===== config.mk =====
export PLATFORM = sky130hd
export DESIGN_NAME = fetch_unit
export DESIGN_NICKNAME = d
export VERILOG_FILES = /design/src/rtl/riscv_pkg.sv /design/src/rtl/fetch_fifo.sv /design/src/rtl/fetch_unit.sv
export SDC_FILE = /design/constraint.sdc
export NUM_CORES = 1
export LEC_CHECK = 0
export ABC_CLOCK_PERIOD_IN_PS = 5100
export BUFFER_PORTS_ARGS = -buffer_cell sky130_fd_sc_hd__buf_2
export CELL_PAD_IN_SITES_DETAIL_PLACEMENT = 1
export CELL_PAD_IN_SITES_GLOBAL_PLACEMENT = 2
export CORE_MARGIN = 2
export CORE_UTILIZATION = 46
export CTS_CLUSTER_DIAMETER = 30
export CTS_CLUSTER_SIZE = 24
export DETAILED_ROUTE_END_ITERATION = 10
export PLACE_DENSITY = 0.9
export SETUP_SLACK_MARGIN = 0.1
export SYNTH_ARGS = -nofsm -noshare
export SYNTH_HDL_FRONTEND = slang
export SYNTH_SLANG_ARGS = --single-unit

===== constraint.sdc =====
create_clock -name clk -period 5.1 [get_ports clk]
set_input_delay 0 -clock clk [delete_from_list [all_inputs] [get_ports clk]]
set_output_delay 0 -clock clk [all_outputs]
set_load 0.02 [all_outputs]

===== src/rtl/riscv_pkg.sv =====
// Shared constants for the instruction-fetch front end.
package riscv_pkg;

  localparam int          XLEN      = 32;
  localparam logic [31:0] RESET_PC  = 32'h0000_0000;
  localparam logic [31:0] INSTR_NOP = 32'h0000_0013;
  localparam logic [31:0] PC_INC    = 32'd4;

endpackage


===== src/rtl/fetch_fifo.sv =====
// Synchronous FIFO with flush. DEPTH is a power of two, so the pointers wrap on their own.
module fetch_fifo #(
  parameter int W     = 64,
  parameter int DEPTH = 4
) (
  input  logic                       clk,
  input  logic                       rst,
  input  logic                       flush_i,
  input  logic                       push_i,
  input  logic [W-1:0]               data_i,
  input  logic                       pop_i,
  output logic [W-1:0]               data_o,
  output logic                       empty_o,
  output logic [$clog2(DEPTH+1)-1:0] count_o
);

  localparam int AW = $clog2(DEPTH);
  localparam int CW = $clog2(DEPTH + 1);

  logic [W-1:0]  mem_q [DEPTH];
  logic [AW-1:0] wr_ptr_q, rd_ptr_q;
  logic [CW-1:0] count_q, count_d;
  logic          do_push, do_pop;

  // A push into a full FIFO is accepted only when a pop frees the slot in the same cycle.
  always_comb begin
    do_pop  = pop_i && (count_q != '0);
    do_push = push_i && ((count_q != CW'(DEPTH)) || do_pop);
    count_d = count_q;
    case ({do_push, do_pop})
      2'b10:   count_d = count_q + CW'(1);
      2'b01:   count_d = count_q - CW'(1);
      default: count_d = count_q;
    endcase
  end

  always_ff @(posedge clk or posedge rst) begin
    if (rst) begin
      wr_ptr_q <= '0;
      rd_ptr_q <= '0;
      count_q  <= '0;
    end else if (flush_i) begin
      wr_ptr_q <= '0;
      rd_ptr_q <= '0;
      count_q  <= '0;
    end else begin
      if (do_push) wr_ptr_q <= wr_ptr_q + AW'(1);
      if (do_pop)  rd_ptr_q <= rd_ptr_q + AW'(1);
      count_q <= count_d;
    end
  end

  // NOTE: storage is deliberately not reset; count_q alone decides which entries are live.
  always_ff @(posedge clk) begin
    if (do_push && !flush_i) mem_q[wr_ptr_q] <= data_i;
  end

  assign data_o  = mem_q[rd_ptr_q];
  assign empty_o = (count_q == '0);
  assign count_o = count_q;

endmodule


===== src/rtl/fetch_unit.sv =====
// Instruction-fetch front end: issues word requests, tracks in-flight responses,
// queues {pc, instr} for decode and squashes stale work on a redirect.
module fetch_unit
  import riscv_pkg::*;
#(
  parameter int              XLEN     = riscv_pkg::XLEN,
  parameter logic [XLEN-1:0] RESET_PC = riscv_pkg::RESET_PC,
  parameter int              QDEPTH   = 4
) (
  input  logic            clk,
  input  logic            rst,
  input  logic            redirect_valid,
  input  logic [XLEN-1:0] redirect_pc,
  output logic            imem_req,
  output logic [XLEN-1:0] imem_addr,
  input  logic            imem_gnt,
  input  logic            imem_rvalid,
  input  logic [XLEN-1:0] imem_rdata,
  output logic            if_valid,
  input  logic            if_ready,
  output logic [XLEN-1:0] if_instr,
  output logic [XLEN-1:0] if_pc
);

  localparam int              CW  = $clog2(QDEPTH + 1);
  localparam int              FW  = 2 * XLEN;
  localparam logic [XLEN-1:0] INC = XLEN'(PC_INC);

  logic [XLEN-1:0] fetch_pc_q, fetch_pc_d, resp_pc_q, resp_pc_d, redirect_aligned;
  logic [CW-1:0]   out_q, out_d, drop_q, drop_d, q_count;
  logic [CW:0]     inflight;
  logic            accept, resp, drop, push, pop, fifo_empty;
  logic [FW-1:0]   fifo_head;

  // NOTE: every combinational output gets a default first, so no path can infer a latch.
  always_comb begin
    redirect_aligned = redirect_pc & ~XLEN'(3);
    inflight = {1'b0, q_count} + {1'b0, out_q};
    // Queued plus outstanding is capped, so each response always finds a free slot.
    imem_req = !rst && !redirect_valid && (inflight < (CW + 1)'(QDEPTH));
    accept   = imem_req && imem_gnt;
    resp     = imem_rvalid && (out_q != '0);
    drop     = resp && (drop_q != '0);
    push     = resp && !drop && !redirect_valid;
    pop      = if_valid && if_ready && !redirect_valid;

    fetch_pc_d = fetch_pc_q;
    resp_pc_d  = resp_pc_q;
    drop_d     = drop_q;
    out_d      = out_q;
    case ({accept, resp})
      2'b10:   out_d = out_q + CW'(1);
      2'b01:   out_d = out_q - CW'(1);
      default: out_d = out_q;
    endcase
    if (accept) fetch_pc_d = fetch_pc_q + INC;
    if (push)   resp_pc_d  = resp_pc_q + INC;
    if (drop)   drop_d     = drop_q - CW'(1);
    if (redirect_valid) begin
      fetch_pc_d = redirect_aligned;
      resp_pc_d  = redirect_aligned;
      drop_d     = out_q - CW'(resp);
    end
  end

  always_ff @(posedge clk or posedge rst) begin
    if (rst) begin
      fetch_pc_q <= RESET_PC;
      resp_pc_q  <= RESET_PC;
      out_q      <= '0;
      drop_q     <= '0;
    end else begin
      fetch_pc_q <= fetch_pc_d;
      resp_pc_q  <= resp_pc_d;
      out_q      <= out_d;
      drop_q     <= drop_d;
    end
  end

  fetch_fifo #(
    .W     (FW),
    .DEPTH (QDEPTH)
  ) u_fifo (
    .clk     (clk),
    .rst     (rst),
    .flush_i (redirect_valid),
    .push_i  (push),
    .data_i  ({resp_pc_q, imem_rdata}),
    .pop_i   (pop),
    .data_o  (fifo_head),
    .empty_o (fifo_empty),
    .count_o (q_count)
  );

  assign imem_addr = fetch_pc_q & ~XLEN'(3);
  assign if_valid  = !fifo_empty;
  assign if_pc     = if_valid ? fifo_head[FW-1:XLEN] : '0;
  assign if_instr  = if_valid ? fifo_head[XLEN-1:0]  : '0;

  a_no_spurious_rvalid: assert property (
    @(posedge clk) disable iff (rst) imem_rvalid |-> (out_q != '0)
  );

endmodule

---- Yosys cells after proc, flatten, opt, wreduce, memory -nomap -nowiden ----
Memory sizes are Yosys's and may differ from the RTL's.
Cells that the tools add are included.
cells by class
  add/sub/neg operators ................... 11
  order comparisons ....................... 1
  equality and inequality tests ........... 5
  multiplexer cells ....................... 17
  reductions and logical operators ........ 28
operator list
  kind                     count
  $mux W32                 6
  $add A32 B3 Y32 const B  2
  $logic_and A1 B1 Y1      12
  $pmux W3 S2              2
  $reduce_bool A2 Y1       6
  $reduce_bool A3 Y1       4
  $mux W3                  3
  $sub A3 B1 Y3 const B    3
  $mux W2                  4
  $add A3 B1 Y3 const B    2
  $add A2 B1 Y2 const B    2
  $add A3 B3 Y4            1
  $eq A2 B1 Y1 const B     2
  $eq A2 B2 Y1 const B     2
  $logic_not A1 Y1         4
  $lt A4 B3 Y1 const B     1
  $logic_not A3 Y1         1
  $ne A3 B3 Y1 const B     1
  $sub A3 B1 Y3            1
  $mux W1                  2
  $logic_or A1 B1 Y1       1
word-level totals
  bits in registers ....................... 77
  bits in writable memories ............... 256
  input port bits ......................... 70
  output and inout bits ................... 98
  logic and storage cells ................. 70
  memories ................................ 1
memories
  name          words  bits a word  rd ports  clocked after Yosys merged registers in  wr ports  RTL line          RTL
  u_fifo.mem_q  4      64           1         0                                        1         fetch_fifo.sv:20  logic [W-1:0] mem_q [DEPTH];

---- Depth between registers and ports, before layout ----
Gate-level depths: netlist of the first run.
  word-level depth ........................ 10
  gate-level depth with buffers ........... 12

---- Modules after synthesis ----
Synthesis of the first run repeated with hierarchy kept, for this count alone.
second synthesis, totals
  cell total of the unflattened synthesis .. 883
  area, all modules ....................... 14,000.9 um2
modules (own cells, without submodules)
  module      instances  cells each  area an instance (um2)  sequential area each (um2)
  fetch_fifo  1          395         9,788.1                 7,862.5
  fetch_unit  1          488         4,212.8                 1,651.6

---- Worst setup path after synthesis of the first run ----
No wires, ideal clock.
  kind .................................... register to register
  from .................................... register drop_q[0]
  to ...................................... memory u_fifo.mem_q[0][0], enable pin
  library setup time ...................... 0.426 ns
  arrival time ............................ 3.067 ns
  path slack .............................. 1.607 ns
  cell stages (with the launch flop) ...... 7
  path buffers ............................ 0
  path through ............................ dfrtp_1 -> inv_1 -> ha_1 -> nor2b_1 -> nand2_1 -> a311oi_1 -> and2_1
on the way
  word-level cells in the longest chain between the ends .. 9
RTL lines
  what                              RTL line          RTL
  from (decl)                       fetch_unit.sv:30  logic [CW-1:0] out_q, out_d, drop_q, drop_d, q_count;
  from (signal assigned)            fetch_unit.sv:76  drop_q <= drop_d;
  $reduce_bool A3 Y1                fetch_unit.sv:43  drop = resp && (drop_q != '0);
  $logic_and A1 B1 Y1               fetch_unit.sv:43
  $logic_not A1 Y1                  fetch_unit.sv:44  push = resp && !drop && !redirect_valid;
  $logic_and A1 B1 Y1 (2 in a row)  fetch_unit.sv:44
  $logic_and A1 B1 Y1               fetch_fifo.sv:28  do_push = push_i && ((count_q != CW'(DEPTH)) || do_pop);
  $logic_and A1 B1 Y1               fetch_fifo.sv:55  if (do_push && !flush_i) mem_q[wr_ptr_q] <= data_i;
  $mux W1                           fetch_fifo.sv:55
  $mux W1 (not written as such)     fetch_fifo.sv:55
  to (decl)                         fetch_fifo.sv:20
Every way passes these cells.

---- Worst setup path after layout of the first run ----
  from .................................... register drop_q[0]
  to ...................................... memory u_fifo.mem_q[0][43], enable pin
The elaborated chain is that of the path after synthesis.

==> results.yml, run 1 <==
detailed_routing:
  first_pass_iters: 5
  vias: 8595
  finalWirelength_mm: 36.69
  drt_iter0_markers: 490
  vias_per_cell: 5.499
  drc_errors: 0
  ant_nets: 0
  routedWlPerCell_um: 23.47
grt:
  grt_pass1_wl_mm: 56.40
  antenna_found_initial: 0
  first_global_vias: 9605
  grt_start_max_net_pins: 74
  grtUsageTotal: 0.2420
  grt.overflow.total: 0
power_and_ir_drop:
  switching_share: 0.3050
  pwr-share-comb: 0.195
  p_per_area_nw_per_um2: 511.5
  seqPwrFrac: 0.357
  p_int_w: 0.006343
  p_sw_w: 0.002784
  p_clk_frac: 0.449
  ir_drop_uv: 242.5
  p_leak_nw: 6.626
place:
  place_hpwl_mm: 20.84
  post_dp_cell_area_um2: 15020
  portBuffers: 161
  place.gp.congestion: 0.7902
sta:
  max_slew_margin: 0.3563
  hold_viol_final: 0
  slew_violations: 0
  period_needed_ns: 3.629
  fmaxAchievable_ghz: 0.2756
  setup-violations-final: 0
  setup_tns_ns: 0
  period_share: 0.7115
  finClkSkew_ns: 0.02262
  rsz0062_at_grt: "no"
  tightest_slew_ns: 0.9655
critical_path:
  cp_max_fo: 32
  cp.arrival_ns: 3.86
  r2r_cells: 7
  r2r_start: "drop_q[0]"
  path_class: "reg2reg"
  startpoint: "drop_q[0]"
  crit_end: "u_fifo.mem_q[0][43]"
  startpoint_type: "flop"
  reg2reg_to: "u_fifo.mem_q[0][43]"
  rrSetupSlack_ns: 1.47
  required_ns: 5.33
  end_kind: "flop"
logic_synthesis:
  post-synth-top-count-cell: "edfxtp_1"
  seq_area_frac_synth: 0.6730
  synth_common_cells: "edfxtp_1 (248), dfrtp_1 (73), and2_1 (70)"
  synthFlopType: "edfxtp_1"
  synth_edf_count: 248
  synth_cell_types: 57
  synth_top_area_share: 0.5404
  syn_area_um2: 13780
  synth.area.top_cells: "edfxtp_1 (54%), dfrtp_1 (13%), mux4_2 (10%), and2_1 (3.2%), xnor2_1 (2.1%)"
  yosysTopAreaCell: "edfxtp_1"
  synth_warnings: 0
  ys_ff_latch: 321
  synthArstFlopShare: 0.2274
  syn_area_per_cell_um2: 16.16
  syn-instance-count: 853
cts:
  postCtsSetupBuffers: 0
  numClockSinks: 321
  root_buffer: "clkbuf_16"
  clock_latency_ns: 0.57
  numCtsBuffers: 66
  cts_tree: "yes"
  clk_path_buf_depth: 3
  cts_hold_buf: 66
  clk_pin_slew_ns: 0.05
  htreeDepth: 3
  cts_resized: 0
floorplanning:
  dieArea_um2: 31360
  core_area_um2: 29560
  die_h_um: 177.1
  dieWidth_um: 177.1
  ios: 168
  initial_core_util: 0.4662
  placementRows: 63
cells_and_area:
  nNetsFinal: 1207
  drive_above_1_share: 0.3188
  syn_to_final_growth_pct: 29.50
  design_area_um2: 17850
  diodes: 0
hold_path:
  hold_depth: 2
  hold_class: "in2reg"
outcome:
  status: "completed"
job:
  maxCapViolCount: 0
how the worst min path moves through the flow:
stage,slack [ns],to,start
after floorplan,0.08,imem_req,rst
after global placement,0.21,u_fifo.mem_q[2][23],imem_rdata[23]
after detailed placement,0.22,u_fifo.mem_q[1][8],imem_rdata[8]
after CTS,0.18,u_fifo.mem_q[0][8],imem_rdata[8]
after global routing,0.19,u_fifo.mem_q[2][6],imem_rdata[6]
final,0.19,u_fifo.mem_q[2][29],imem_rdata[29]
critical path, cell delays in order, from the launching register on:
cell and delay (ns):
dfrtp_1 0.36, inv_1 0.11, ha_1 0.19, nor2b_1 0.32
nand2_1 0.21, a311oi_1 0.77, and2_2 0.89, buf_4 0.43
layout make-up:
| cell class | count | area [um2] |
|---|---|---|
| fillers | 2770 | 11710 |
| flip-flops and latches | 321 | 9279 |
| multi-input cells | 468 | 4233 |
| clock buffers | 80 | 1744 |
| repair buffers | 239 | 1582 |
| well taps | 390 | 488.0 |
| clock inverters | 39 | 422.9 |
| inverters | 26 | 97.59 |
power by group through the flow:
stage / Combinational [W] / Clock, W / Sequential, W
after global routing: 0.00193 / 0.00428 / 0.00329
final: 0.00178 / 0.00410 / 0.00325
after global placement: 0.00167 / 0 / 0.00327
after floorplan: 0.00124 / 0 / 0.00318
after CTS: 0.00179 / 0.00415 / 0.00326
after detailed placement: 0.00172 / 0 / 0.00330
placed cells by master, fill, tap and decap left out, types with 6 or more instances in the layout:
cell / instances
clkinv_1: 9
ha_1: 13
edfxtp_1: 248
buf_2: 161
a21boi_0: 16
nand4_1: 16
xnor2_1: 33
buf_4: 10
and3_1: 11
nand2_1: 36
nor3_1: 17
dlygate4sd3_1: 66
clkbuf_1: 10
clkinv_2: 9
o21ai_0: 17
a21oi_1: 13
mux4_2: 62
and2_1: 66
inv_1: 23
and4_1: 7
nand3_1: 22
xor2_1: 23
clkbuf_16: 66
nand2b_1: 9
mux2_2: 13
dfrtp_1: 71
nor2_1: 27
a31oi_1: 6
cell families after synthesis:
group,synth area share
flops,0.6730
simple gates,0.1073
mux,0.1141
compound gates,0.03387
buf+inv,0.02115
xor+xnor,0.03559
fa+ha+maj,0.01471
other cells,0.0002721
state kept, by name, indices dropped and copies added, names as in the netlist:
signal,cells
out_q,3
u_fifo.wr_ptr_q,2
fetch_pc_q,30
resp_pc_q,30
u_fifo.count_o,3
u_fifo.rd_ptr_q,2
u_fifo.mem_q,248
drop_q,3
layer usage:
metal,GRT usage,part of all wire,vias to the layer above,wire (um)
li1,-,-,3808,-
met4,0.09298,0.030,0,1113
met5,0,0,-,0
met3,0.05262,0.057,72,2079
met2,0.4060,0.50,328,18300
met1,0.3086,0.41,4387,15190
through the flow:
| step | hold WS (ns) | util | instances | total power, W | setup slack (ns) |
|---|---|---|---|---|---|
| floorplan | 0.08306 | - | 856 | 0.004419 | 1.607 |
| global placement | 0.2144 | 0.5081 | 1378 | 0.004946 | 1.679 |
| detailed placement | 0.2223 | 0.5081 | 1378 | 0.005012 | 1.441 |
| CTS | 0.1754 | 0.6037 | 1563 | 0.009197 | 1.400 |
| global route | 0.1859 | 0.6037 | 1563 | 0.009499 | 1.201 |
| finish | 0.1947 | 0.6037 | 1563 | 0.009128 | 1.471 |
Note: power is estimated with default switching activity, not from simulation.
==> run 2: changes to the inputs <==
--- a/config.mk
+++ b/config.mk
@@ -5,16 +5,16 @@
 export SDC_FILE = /design/constraint.sdc
 export NUM_CORES = 1
 export LEC_CHECK = 0
-export ABC_CLOCK_PERIOD_IN_PS = 5100
+export ABC_CLOCK_PERIOD_IN_PS = 3300
 export BUFFER_PORTS_ARGS = -buffer_cell sky130_fd_sc_hd__buf_2
 export CELL_PAD_IN_SITES_DETAIL_PLACEMENT = 1
 export CELL_PAD_IN_SITES_GLOBAL_PLACEMENT = 2
 export CORE_MARGIN = 2
-export CORE_UTILIZATION = 46
+export CORE_UTILIZATION = 38
 export CTS_CLUSTER_DIAMETER = 30
 export CTS_CLUSTER_SIZE = 24
 export DETAILED_ROUTE_END_ITERATION = 10
-export PLACE_DENSITY = 0.9
+export PLACE_DENSITY = 0.8
 export SETUP_SLACK_MARGIN = 0.1
 export SYNTH_ARGS = -nofsm -noshare
 export SYNTH_HDL_FRONTEND = slang
==> constraint.sdc (replaced) <==
create_clock -name clk -period 3.3 [get_ports clk]
set_input_delay 0 -clock clk [delete_from_list [all_inputs] [get_ports clk]]
set_output_delay 0 -clock clk [all_outputs]
set_load 0.02 [all_outputs]
==> run 2 against run 1 <==
Net effect: the flow now finishes with violations (DRC); wire length decreased by 10%; setup slack worse by 0.81 ns; clock-buffer cell count increased by 8; die area grew 21%; critical path type is now reg2out; largest cell class unchanged; largest power group unchanged.
==> results.yml, run 2 (synthesis gave the netlist of run 1 again) <==
critical_path:
  r2r_start: "drop_q[0]"
  reg2reg_to: "u_fifo.mem_q[0][59]"
  path_class: "reg2out"
  startpoint: "u_fifo.rd_ptr_q[0]"
  r2r_cells: 8
  cp.arrival_ns: 2.64
  rrSetupSlack_ns: 0.70
  cp_max_fo: 26
  end_kind: "output port"
  startpoint_type: "flop"
  required_ns: 3.30
  crit_end: "if_pc[10]"
cells_and_area:
  top_regs: "u_fifo.mem_q: 248 flops, fetch_pc_q: 30 flops, resp_pc_q: 30 flops"
  drive_above_1_share: 0.3311
  syn_to_final_growth_pct: 33.60
  nFillCells: 3476
  diodes: 0
  nNetsFinal: 1228
  mostFrequentLayoutCells: "edfxtp_1 (248), buf_2 (161), clkbuf_16 (74), dlygate4sd3_1 (72), dfrtp_1 (71)"
  largest_register_ff_count: 248
  fin_cells: 1663
  multiInputGateArea_um2: 4238
  top_register: "u_fifo.mem_q"
  ff_latch_area_um2: 9279
  layout_commonest_cell: "edfxtp_1"
  design_area_um2: 18410
cts:
  clk_path_buf_depth: 3
  postCtsSetupBuffers: 0
  cts_tree: "yes"
  root_buffer: "clkbuf_16"
  clk_pin_slew_ns: 0.04
  numClockSinks: 321
  htreeDepth: 3
  clock_latency_ns: 0.56
  numCtsBuffers: 72
detailed_routing:
  drc_errors: 14
  finalWirelength_mm: 33.00
  routedWlPerCell_um: 19.84
  ant_nets: 0
  drt_iter0_markers: 380
  vias: 8429
  vias_per_cell: 5.069
  first_pass_iters: 11
floorplanning:
  die_h_um: 194.4
  dieWidth_um: 194.4
  initial_core_util: 0.3865
  placementRows: 69
  ios: 168
  dieArea_um2: 37810
  core_area_um2: 35660
outcome:
  status: "finished with violations"
  failed_checks: "DRC"
sta:
  max_slew_margin: 0.5609
  setup-violations-final: 0
  rsz0062_at_grt: "no"
  slew_violations: 0
  tightest_slew_ns: 0.6587
  fmaxAchievable_ghz: 0.3795
  finClkSkew_ns: 0.02056
  hold_viol_final: 0
  setup_tns_ns: 0
  period_share: 0.7986
  period_needed_ns: 2.635
grt:
  grt.overflow.total: 0
  grt_pass1_wl_mm: 52.72
  antenna_found_initial: 0
  grtUsageTotal: 0.1804
  first_global_vias: 9172
  grt_start_max_net_pins: 66
power_and_ir_drop:
  p_leak_nw: 6.845
  ir_drop_uv: 403.6
  p_per_area_nw_per_um2: 804.6
place:
  post_dp_cell_area_um2: 15230
  dpl.cell_count: 1458
  portBuffers: 161
  place.gp.congestion: 0.8009
  place_hpwl_mm: 20.71
hold_path:
  hold_class: "in2async"
job:
  maxCapViolCount: 0
## run 2: changes by cell type in the layout (fill, tap and decap cells not counted), sizes merged
cell and change:
clkbuf +8, dlygate4sd3 +6, clkinvlp +5, inv -1, bufinv +5, clkinv -3, buf +9
## run 2: cell type report
cell class,instances,share of cell area
tap,461,0.03133
timing repair buffer,254,0.09555
inverter,26,0.005301
sequential,321,0.5040
clock buffer,88,0.1067
clock inverter,45,0.02698
multi-input combinational,468,0.2302
## run 2: timing repair
action | 4_1_cts | 5_1_grt
endpoints found under the hold margin | 231 | 0
resized for setup | 0 | 0
hold buffers | 72 | 0
## run 2: metal layers
layer | vias to the layer above | wire [um] | global-route usage
met2 | 246 | 15640 | 0.2865
met1 | 4269 | 14780 | 0.2445
li1 | 3850 | - | -
met3 | 64 | 1711 | 0.03783
met4 | 0 | 864 | 0.06952
met5 | - | 0 | 0
## run 2: stage by stage
step / utilization / power (W) / setup WS, ns / hold WS, ns
after floorplan: - / 0.006826 / 0.4550 / 0.08306
after global placement: 0.4271 / 0.007752 / 0.6903 / 0.07959
after detailed placement: 0.4271 / 0.007812 / 0.6590 / 0.07863
after CTS: 0.5164 / 0.01504 / 0.5591 / 0.04456
after global routing: 0.5164 / 0.01547 / 0.4714 / 0.08438
final: 0.5164 / 0.01481 / 0.6648 / 0.05155
## run 2: critical path, stage by stage, from the launching register on
cell,delay (ns)
dfrtp_4,0.78
buf_4,0.39
mux4_2,0.58
and2_1,0.17
buf_2,0.15
## run 2: power breakdown
part | leakage [nW] | total (W) | switching, W | internal (W)
combinational | 2.58 | 0.00279 | 0.00159 | 0.00120
sequential | 3.08 | 0.00496 | 0.000323 | 0.00464
clock | 1.18 | 0.00707 | 0.00227 | 0.00480
## run 2: how the worst min path moves through the flow
stage,endpoint,slack (ns),depth (start not counted)
after global routing,fetch_pc_q[14],0.08,3
final,fetch_pc_q[14],0.05,3
after floorplan,imem_req,0.08,1
after detailed placement,fetch_pc_q[3],0.08,2
after global placement,fetch_pc_q[3],0.08,2
after CTS,fetch_pc_q[14],0.04,3
==> run 3: changes to the inputs <==
--- a/config.mk
+++ b/config.mk
@@ -5,16 +5,17 @@
 export SDC_FILE = /design/constraint.sdc
 export NUM_CORES = 1
 export LEC_CHECK = 0
-export ABC_CLOCK_PERIOD_IN_PS = 3300
+export ABC_AREA = 1
+export ABC_CLOCK_PERIOD_IN_PS = 2600
 export BUFFER_PORTS_ARGS = -buffer_cell sky130_fd_sc_hd__buf_2
 export CELL_PAD_IN_SITES_DETAIL_PLACEMENT = 1
 export CELL_PAD_IN_SITES_GLOBAL_PLACEMENT = 2
 export CORE_MARGIN = 2
-export CORE_UTILIZATION = 38
+export CORE_UTILIZATION = 37
 export CTS_CLUSTER_DIAMETER = 30
 export CTS_CLUSTER_SIZE = 24
 export DETAILED_ROUTE_END_ITERATION = 10
-export PLACE_DENSITY = 0.8
+export PLACE_DENSITY = 0.84
 export SETUP_SLACK_MARGIN = 0.1
 export SYNTH_ARGS = -nofsm -noshare
 export SYNTH_HDL_FRONTEND = slang
==> constraint.sdc (replaced) <==
create_clock -name clk -period 2.6 [get_ports clk]
set_input_delay 0 -clock clk [delete_from_list [all_inputs] [get_ports clk]]
set_output_delay 0 -clock clk [all_outputs]
set_load 0.02 [all_outputs]
==> run 3 against run 2 <==
Net effect: the flow now finishes without violations; hold slack lost 0.039 ns; clock skew grew 0.017 ns; critical path depth grew 2; largest power group unchanged.
==> results.yml, run 3 <==
cells_and_area:
  fin_cells: 2377
  syn_to_final_growth_pct: 32.71
  mostFrequentLayoutCells: "nor2_1 (358), nand2_1 (281), edfxtp_1 (248), buf_2 (161), o21ai_0 (159)"
  largest_register_ff_count: 248
  drive_above_1_share: 0.1759
  top_regs: "u_fifo.mem_q: 248 flops, fetch_pc_q: 30 flops, resp_pc_q: 30 flops"
  top_register: "u_fifo.mem_q"
  layout_commonest_cell: "nor2_1"
  nNetsFinal: 1881
  diodes: 0
critical_path:
  cp.arrival_ns: 2.36
  path_class: "reg2out"
  slowest_delay_ns: 0.45
  path_buf_inv: 2
  cp_max_fo: 125
  end_kind: "output port"
  required_ns: 2.60
  crit_top_cell: "nor2_1"
  path_delay_family: "buffers and inverters"
  worstPathCellList: "buf_16 > nor2_1 > nor2_1 > o21ai_0 > a21oi_1 > buf_2"
  crit_slowest_cell: "dfrtp_4"
  startpoint_type: "flop"
sta:
  max_slew_margin: 0.6009
  period_share: 0.9069
  period_needed_ns: 2.358
  fmaxAchievable_ghz: 0.4241
  tightest_slew_ns: 0.5980
  setup-violations-final: 0
  rsz0062_at_grt: "no"
  finClkSkew_ns: 0.03719
  setup_tns_ns: 0
  hold_viol_final: 0
  slew_violations: 0
logic_synthesis:
  synth_top_area_share: 0.5071
  post-synth-top-count-cell: "nor2_1"
  synth_warnings: 0
  syn_area_per_cell_um2: 9.617
  synthFlopType: "edfxtp_1"
  synth_cell_types: 34
  synth_edf_count: 248
  syn-instance-count: 1527
  synth.area.top_cells: "edfxtp_1 (51%), dfrtp_1 (12%), nor2_1 (9.3%), nand2_1 (7.2%), o21ai_0 (5.4%)"
  yosysTopAreaCell: "edfxtp_1"
  synth_common_cells: "nor2_1 (363), nand2_1 (282), edfxtp_1 (248)"
  synthArstFlopShare: 0.2274
  ys_ff_latch: 321
  seq_area_frac_synth: 0.6315
  syn_area_um2: 14690
cts:
  cts_tree: "yes"
  htreeDepth: 3
  numClockSinks: 321
  root_buffer: "clkbuf_16"
  clk_path_buf_depth: 3
  clk_pin_slew_ns: 0.05
  clock_latency_ns: 0.59
  numCtsBuffers: 77
floorplanning:
  initial_core_util: 0.3773
  dieArea_um2: 41300
  ios: 168
  placementRows: 72
  die_h_um: 203.2
  core_area_um2: 38920
  dieWidth_um: 203.2
detailed_routing:
  finalWirelength_mm: 45.49
  ant_nets: 0
  drt_iter0_markers: 662
  drc_errors: 0
  routedWlPerCell_um: 19.14
  vias: 12060
  first_pass_iters: 5
  vias_per_cell: 5.074
place:
  place.gp.congestion: 0.8293
  dpl.cell_count: 2167
  place_hpwl_mm: 27.97
  portBuffers: 161
power_and_ir_drop:
  p_leak_nw: 7.806
  p_clk_frac: 0.452
  ir_drop_uv: 508.5
  p_int_w: 0.01402
  switching_share: 0.3377
  seqPwrFrac: 0.309
  p_sw_w: 0.007147
  p_per_area_nw_per_um2: 1086
  pwr-share-comb: 0.239
grt:
  first_global_vias: 13060
  antenna_found_initial: 0
  grt_pass1_wl_mm: 71.61
  grt.overflow.total: 0
  grtUsageTotal: 0.2236
  grt_start_max_net_pins: 126
job:
  maxCapViolCount: 0
hold_path:
  hold_class: "in2reg"
outcome:
  status: "completed"
==> run 3: cell type report <==
type                    count  area (um2)
clock buffers              91        2032
clock inverters            51       574.3
fillers                  4377       19430
inverters                  87       329.1
multi-input cells        1055        4835
flip-flops and latches    321        9279
well taps                 518       648.1
repair buffers            254        1792
==> run 3: worst paths after layout <==
path | slack, ns | end | cells after the start | start
setup / recovery | 0.24 | if_instr[12] | 6 | u_fifo.rd_ptr_q[0]
hold / removal | 0.01 | out_q[0] | 5 | imem_rvalid
setup reg to reg | 0.38 | out_q[2] | 11 | u_fifo.count_o[1]
hold reg to reg | 0.52 | out_q[0] | 1 | out_q[0]
max in group asynchronous | 1.26 | fetch_pc_q[26] | 5 | rst
min in group asynchronous | 0.60 | u_fifo.count_o[1] | 4 | rst
==> run 3: through the flow <==
| step | instance area [um2] | setup slack (ns) | util | hold WS (ns) | power (W) |
|---|---|---|---|---|---|
| 2_1_floorplan | 14740 | 0.1013 | - | 0.09887 | 0.009651 |
| 3_3_place_gp | 16190 | 0.4440 | 0.4161 | 0.05757 | 0.01141 |
| 3_5_place_dp | 16190 | 0.3984 | 0.4161 | 0.06680 | 0.01157 |
| 4_1_cts | 19470 | 0.2099 | 0.5004 | 0.001178 | 0.02132 |
| 5_1_grt | 19490 | 0.1115 | 0.5008 | 0.07827 | 0.02212 |
| 6_report | 19490 | 0.2420 | 0.5008 | 0.01251 | 0.02116 |
==> run 3: power groups by stage <==
stage | sequential [W] | combinational (W) | clock (W)
2_1_floorplan | 0.00652 | 0.00313 | 0
3_3_place_gp | 0.00658 | 0.00483 | 0
3_5_place_dp | 0.00661 | 0.00495 | 0
4_1_cts | 0.00654 | 0.00510 | 0.00968
5_1_grt | 0.00660 | 0.00559 | 0.00994
6_report | 0.00654 | 0.00507 | 0.00956
==> run 3: per-layer routing <==
layer | global-route usage | vias up | share of wire
met2 | 0.4015 | 294 | 0.51
met1 | 0.2718 | 5968 | 0.43
met3 | 0.03851 | 75 | 0.041
met4 | 0.07430 | 0 | 0.023
li1 | - | 5725 | -
met5 | 0 | - | 0
==> run 3: repair_timing <==
item / in CTS / in global routing
buffers inserted: 0 / 1
hold buffers: 67 / 0
gates cloned: 0 / 0
endpoints found under the hold margin: 266 / 0
resized for setup: 1 / 1
endpoints found under the setup margin: 2 / 2
==> run 3: worst register-to-register path, cell delays in order, from the launching register on <==
cell and delay (ns):
dfrtp_1 0.42, ha_1 0.29, nand3_1 0.07, nand2_1 0.10, nor3_4 0.05, nand2_4 0.11
ha_1 0.16, inv_1 0.07, fa_1 0.39, a21oi_1 0.14, o21ai_0 0.12, xor2_1 0.16
==> run 3: logic make-up after synthesis <==
group	Yosys count	synth area share
AND/OR/NAND/NOR	754	0.2061
flip-flops	321	0.6315
AO/OA/AOI/OAI	260	0.09210
buffers and inverters	154	0.04311
XOR/XNOR	22	0.01312
adder cells (fa/ha/maj)	15	0.01380
other	1	0.0002554
